`src/rtl/regfile_mp.sv`:
```
// ============================================================================
//  Module   : regfile_mp
//  Purpose  : Multi-port register file with registered reads, write-first
//             bypass, optional zero register and two debug taps.
//             Optional busy scoreboard enabled by `define REGFILE_SCOREBOARD_EN.
//  Revision : 1.0
// ============================================================================
`default_nettype none

module regfile_mp #(
  parameter int DATA_W   = 32,
  parameter int ADDR_W   = 5,
  parameter int NUM_RD   = 2,
  parameter int ZERO_REG = 1,
  parameter int DBG_IDX0 = 2,
  parameter int DBG_IDX1 = 4
) (
  input  logic                     clk,
  input  logic                     rst,
  input  logic                     rd_en,
  input  logic [NUM_RD*ADDR_W-1:0] rd_addr,
  output logic [NUM_RD*DATA_W-1:0] rd_data,
  output logic                     rd_valid,
  input  logic                     wr_en,
  input  logic [ADDR_W-1:0]        wr_addr,
  input  logic [DATA_W-1:0]        wr_data,
  output logic [DATA_W-1:0]        dbg0,
  output logic [DATA_W-1:0]        dbg1,
  input  logic                     iss_en,
  input  logic [ADDR_W-1:0]        iss_addr,
  output logic [NUM_RD-1:0]        rd_busy
);

  localparam int                c_DEPTH = 1 << ADDR_W;
  localparam logic [ADDR_W-1:0] c_DBG0  = ADDR_W'(DBG_IDX0);
  localparam logic [ADDR_W-1:0] c_DBG1  = ADDR_W'(DBG_IDX1);

  logic [DATA_W-1:0]        r_mem [c_DEPTH];
  logic [NUM_RD*DATA_W-1:0] r_rd_data;
  logic                     r_rd_valid;
  logic [NUM_RD*DATA_W-1:0] w_rd_next;
  logic                     w_wr_ok;

  // Writes to the hardwired zero register are dropped here, so bypass and
  // storage both see the same qualified write.
  assign w_wr_ok = wr_en && !((ZERO_REG != 0) && (wr_addr == '0));

  always_ff @(posedge clk) begin
    if (rst) begin
      for (int i = 0; i < c_DEPTH; i++) r_mem[i] <= '0;
    end else if (w_wr_ok) begin
      r_mem[wr_addr] <= wr_data;
    end
  end

`ifdef REGFILE_SCOREBOARD_EN
  logic [c_DEPTH-1:0] r_busy;
  logic [c_DEPTH-1:0] w_busy_upd;
  logic [NUM_RD-1:0]  w_busy_next;
  logic [NUM_RD-1:0]  r_rd_busy;

  // Issue is applied after the write-back clear: the issuing instruction is
  // the newer producer of that register.
  always_comb begin
    w_busy_upd = r_busy;
    if (wr_en)  w_busy_upd[wr_addr]  = 1'b0;
    if (iss_en) w_busy_upd[iss_addr] = 1'b1;
    if (ZERO_REG != 0) w_busy_upd[0] = 1'b0;
  end

  always_ff @(posedge clk) begin
    if (rst) begin
      r_busy    <= '0;
      r_rd_busy <= '0;
    end else begin
      r_busy <= w_busy_upd;
      if (rd_en) r_rd_busy <= w_busy_next;
    end
  end

  assign rd_busy = r_rd_busy;
`else
  logic w_unused_sb;
  assign w_unused_sb = ^{iss_en, iss_addr};
  assign rd_busy     = '0;
`endif

  generate
    for (genvar p = 0; p < NUM_RD; p++) begin : g_rd
      logic [ADDR_W-1:0] w_ra;
      assign w_ra = rd_addr[p*ADDR_W +: ADDR_W];
      assign w_rd_next[p*DATA_W +: DATA_W] =
          ((ZERO_REG != 0) && (w_ra == '0)) ? '0      :
          (w_wr_ok && (wr_addr == w_ra))    ? wr_data :
                                              r_mem[w_ra];
`ifdef REGFILE_SCOREBOARD_EN
      assign w_busy_next[p] = w_busy_upd[w_ra];
`endif
    end
  endgenerate

  always_ff @(posedge clk) begin
    if (rst) begin
      r_rd_data  <= '0;
      r_rd_valid <= 1'b0;
    end else begin
      r_rd_valid <= rd_en;
      if (rd_en) r_rd_data <= w_rd_next;
    end
  end

  assign rd_data  = r_rd_data;
  assign rd_valid = r_rd_valid;
  assign dbg0     = r_mem[c_DBG0];
  assign dbg1     = r_mem[c_DBG1];

endmodule

`default_nettype wire

```
`config.mk`:
```
export PLATFORM = sky130hd
export DESIGN_NAME = regfile_mp
export DESIGN_NICKNAME = d
export VERILOG_FILES = /design/src/rtl/regfile_mp.sv
export SDC_FILE = /design/constraint.sdc
export NUM_CORES = 2
export LEC_CHECK = 0
export BUFFER_PORTS_ARGS = -buffer_cell sky130_fd_sc_hd__buf_2
export CORE_UTILIZATION = 55
export DETAILED_ROUTE_END_ITERATION = 12
export PLACE_DENSITY = 0.75
export SETUP_SLACK_MARGIN = 0.2
export SLEW_MARGIN = 0
export SYNTH_ARGS = -nofsm -noshare
export SYNTH_HDL_FRONTEND = slang
export SYNTH_SLANG_ARGS = --single-unit
```
`constraint.sdc`:
```
create_clock -name clk -period 2 [get_ports clk]
set_input_delay 0.2 -clock clk [delete_from_list [all_inputs] [get_ports clk]]
set_output_delay 0.2 -clock clk [all_outputs]
set_load 0.005 [all_outputs]
```
==> summary.txt <==
Worst setup path
  – CP Buf/Inv Count: 0
  – Startpoint Class: flip-flop
  – Crit-path slowest cell: mux4_2
  – Worst setup startpoint: r_mem[16][22]
  – Crit Path Class: flip-flop to flip-flop
  – Crit-path cells: mux4_2 > nor2b_4 > a211oi_4 > nor3_4 > a221o_1
  – Worst path max stage delay: 0.48 ns
  – CP delay by family, top: compound AO/OA/AOI/OAI gates
  – Worst-path maximum fanout: 2
  – CP arrival: 2.57 ns
  – WP data required: 2.59 ns
  – Worst flop-to-flop path startpoint: r_mem[16][22]
  – CP endpoint kind: flip-flop

Route
  – Post-Route WL: 195000 µm
  – Vias per cell: 6.91
  – TritonRoute pass-1 iters: 6
  – Residual DRC: 0
  – Top sig layer: met5
  – Total number of vias: 41100
  – Drt wl/cell: 32.7 µm
  – Metal2 WL: 88800 µm
  – Antenna Nets Post-Route: 0
  – M1 WL: 68900 µm
  – Met3 wire len: 28100 µm
  – Iteration-0 DRC Markers: 6661

Synth
  – Mapped Area: 57200 µm²
  – Seq/Total Area, Yosys: 56.0%
  – Number of flops mapped to enable cells by yosys: 1024
  – Avg Cell Area, Syn: 13.9 µm²
  – Compound-Gate Fraction of Synth Area: 7.39%
  – Ys async rst share: 0%
  – Synth cell types: 46
  – Mux cell area share after synthesis: 19.3%
  – Cells after Synth: 4116
  – Synth Flop Type: edfxtp_1
  – Yosys warns: 0
  – Largest family of logic cells by synthesized area: multiplexers
  – Synth Area in Simple Gates: 13.9%
  – Synth Register Bits: 1089
  – Post-synthesis adder-cell area fraction: 0%
  – Xor and xnor area share after synthesis: 0.153%

Finish
  – Synth-to-Final Area Change: 20.1%
  – Nets: 4540
  – Core Util, Final: 67.1%
  – Fillers: 6861
  – Share of layout cells above drive strength 1: 30.6%

Clock network
  – Inserted Clock Buffers: 110
  – Root Driver: clkbuf_16
  – Clk Latency, worst-skew pair: 0.71 ns
  – Worst-path clk slew: 0.07 ns
  – Clock buffer depth: 3
  – Clk sinks: 1089
  – CTS tree: built
  – Htree depth: 3

Global routing
  – Vias in the first global route: 40600
  – Largest net degree at the start of global routing: 69
  – GRT overflow: 0
  – Initial antenna violation count: 14
  – Total global-route track usage: 36.4%
  – Global-route wire length before repair: 279000 µm

STA
  – Skew final: 0.0289 ns
  – Period Utilization, post-route: 99.0%
  – Hold slack final: 0.112 ns
  – Endpoints failing hold: 0
  – Worst-margin pin slew: 1.27 ns
  – Crit path time final: 1.98 ns
  – Pins over their slew limit: 0
  – Final Setup Violations: 0
  – Slew headroom: 15.2%
  – RSZ-0062 raised after global routing: yes
  – Fmax achieved: 0.505 GHz

Die
  – # rows: 117
  – Core region area: 102000 µm²
  – Die width: 325 µm
  – Initial core utilization: 55.9%
  – Die height: 325 µm
  – Die area: 105000 µm²
  – # IOs: 188

Min path
  – Min-delay worst type: input pin to flip-flop
  – Hold_sp: rst

Placement
  – # port buffers: 179
  – Final Wtd Congestion: 0.917
  – Post-DP HPWL: 125000 µm

Power
  – Pleak: 0.0256 µW
  – Pwr dens: 827 nW/µm²
  – Worst IR Drop VDD: 0.724 mV

Job
  – Max cap viols: 0

Outcome
  – Status: finished, final reports clean
## area by class of cell
type	count	area, µm²	share of cell area (%)
inverters	1	3.75	0.00546
clock inverters	57	709	1.03
well taps	1368	1710	2.49
repair buffers	655	6400	9.31
multi-input cells	2626	24700	36.0
diodes	4	10.0	0.0146
flip-flops and latches	1089	32100	46.6
clock buffers	151	3130	4.56
## cells by family after synthesis
family          after synthesis
mux                         708
buf+inv                     434
xor+xnor                     10
other cells                   1
compound gates              554
simple gates               1320
flops                      1089
## path summary, 6_finish.rpt
check	to	depth (start not counted)	slack (ns)
worst max-delay path	rd_data[54]	5	0.02
worst max register to register	rd_data[54]	5	0.02
worst min-delay path	r_mem[0][28]	2	0.11
worst min register to register	rd_data[61]	2	0.59
## what timing repair did
item / in CTS / in global routing
pin swaps: 74 / 47
hold endpoints to repair: 1 / 0
buffers inserted: 25 / 6
hold buffers: 1 / 0
setup endpoints to repair: 43 / 61
gates resized for setup: 109 / 126
## state kept, by name (all words and copies together) (netlist names)
name and flops:
r_mem 1024, rd_data 64, rd_valid 1
## synthesized netlist by cell type (2+ instances only)
cell / instances / share of area (%)
xnor2_1: 5 / 0.076
buf_6: 11 / 0.22
edfxtp_1: 1024 / 54
clkbuf_1: 301 / 2.0
a22oi_1: 227 / 3.0
buf_2: 82 / 0.72
buf_4: 22 / 0.29
dfxtp_1: 65 / 2.3
nand2_1: 69 / 0.45
a211oi_1: 62 / 0.81
a21oi_1: 66 / 0.58
nor2_1: 69 / 0.45
nor3_1: 34 / 0.30
or2_2: 31 / 0.34
nor2b_1: 68 / 0.74
nand3b_1: 6 / 0.079
nand3_1: 3 / 0.026
xor2_1: 5 / 0.076
mux2i_1: 392 / 6.9
mux4_2: 316 / 12
o21ai_0: 32 / 0.28
a221oi_1: 64 / 0.98
and2_1: 1027 / 11
or3b_2: 2 / 0.031
a22o_1: 32 / 0.49
buf_1: 17 / 0.11
nand2b_1: 2 / 0.022
a221o_1: 64 / 1.1
## worst register-to-register path: stages (launching register included)
cell and delay, ns:
edfxtp_1 0.41, mux4_2 0.48, nor2b_4 0.15, a211oi_4 0.37, nor3_4 0.12, a221o_1 0.34
## stage by stage
step	setup WS, ns	power, µW	instance area, µm²	cells	setup TNS, ns
finish	0.0200	56900	68700	5951	0
global route	-0.0146	57900	68700	5948	-0.0218
CTS	0.0661	56300	68100	5941	0
detailed placement	-0.913	34500	63600	5707	-31.41
global placement	-0.881	34300	63600	5707	-27.12
floorplan	0.0998	31100	57800	4149	0
## routing by layer
layer,track usage [%],vias to the layer above
met5,0,-
met4,16.0,10
met3,9.33,599
met2,56.2,3581
met1,48.7,20500
li1,-,16400
## layout by cell type (no fill, tap or decap), types with 27 or more instances in the layout
| master | n |
|---|---|
| edfxtp_1 | 1024 |
| a221o_1 | 64 |
| nor2_1 | 28 |
| a211oi_2 | 38 |
| and2_1 | 1025 |
| a22o_1 | 32 |
| nand2_1 | 52 |
| a21oi_1 | 62 |
| buf_12 | 147 |
| mux2i_1 | 390 |
| a22oi_2 | 35 |
| clkbuf_16 | 114 |
| dfxtp_1 | 65 |
| mux4_2 | 316 |
| buf_4 | 318 |
| nor2b_4 | 38 |
| conb_1 | 34 |
| o21ai_0 | 32 |
| buf_2 | 173 |
| nor2b_1 | 27 |
| a221oi_1 | 64 |
| a22oi_1 | 192 |
## power by group
group,total [µW],internal [µW],switching (µW)
clock,22100,13000,9110
combinational,7660,3380,4280
sequential,27100,26200,875
Note: power is estimated with default switching activity, not from simulation.
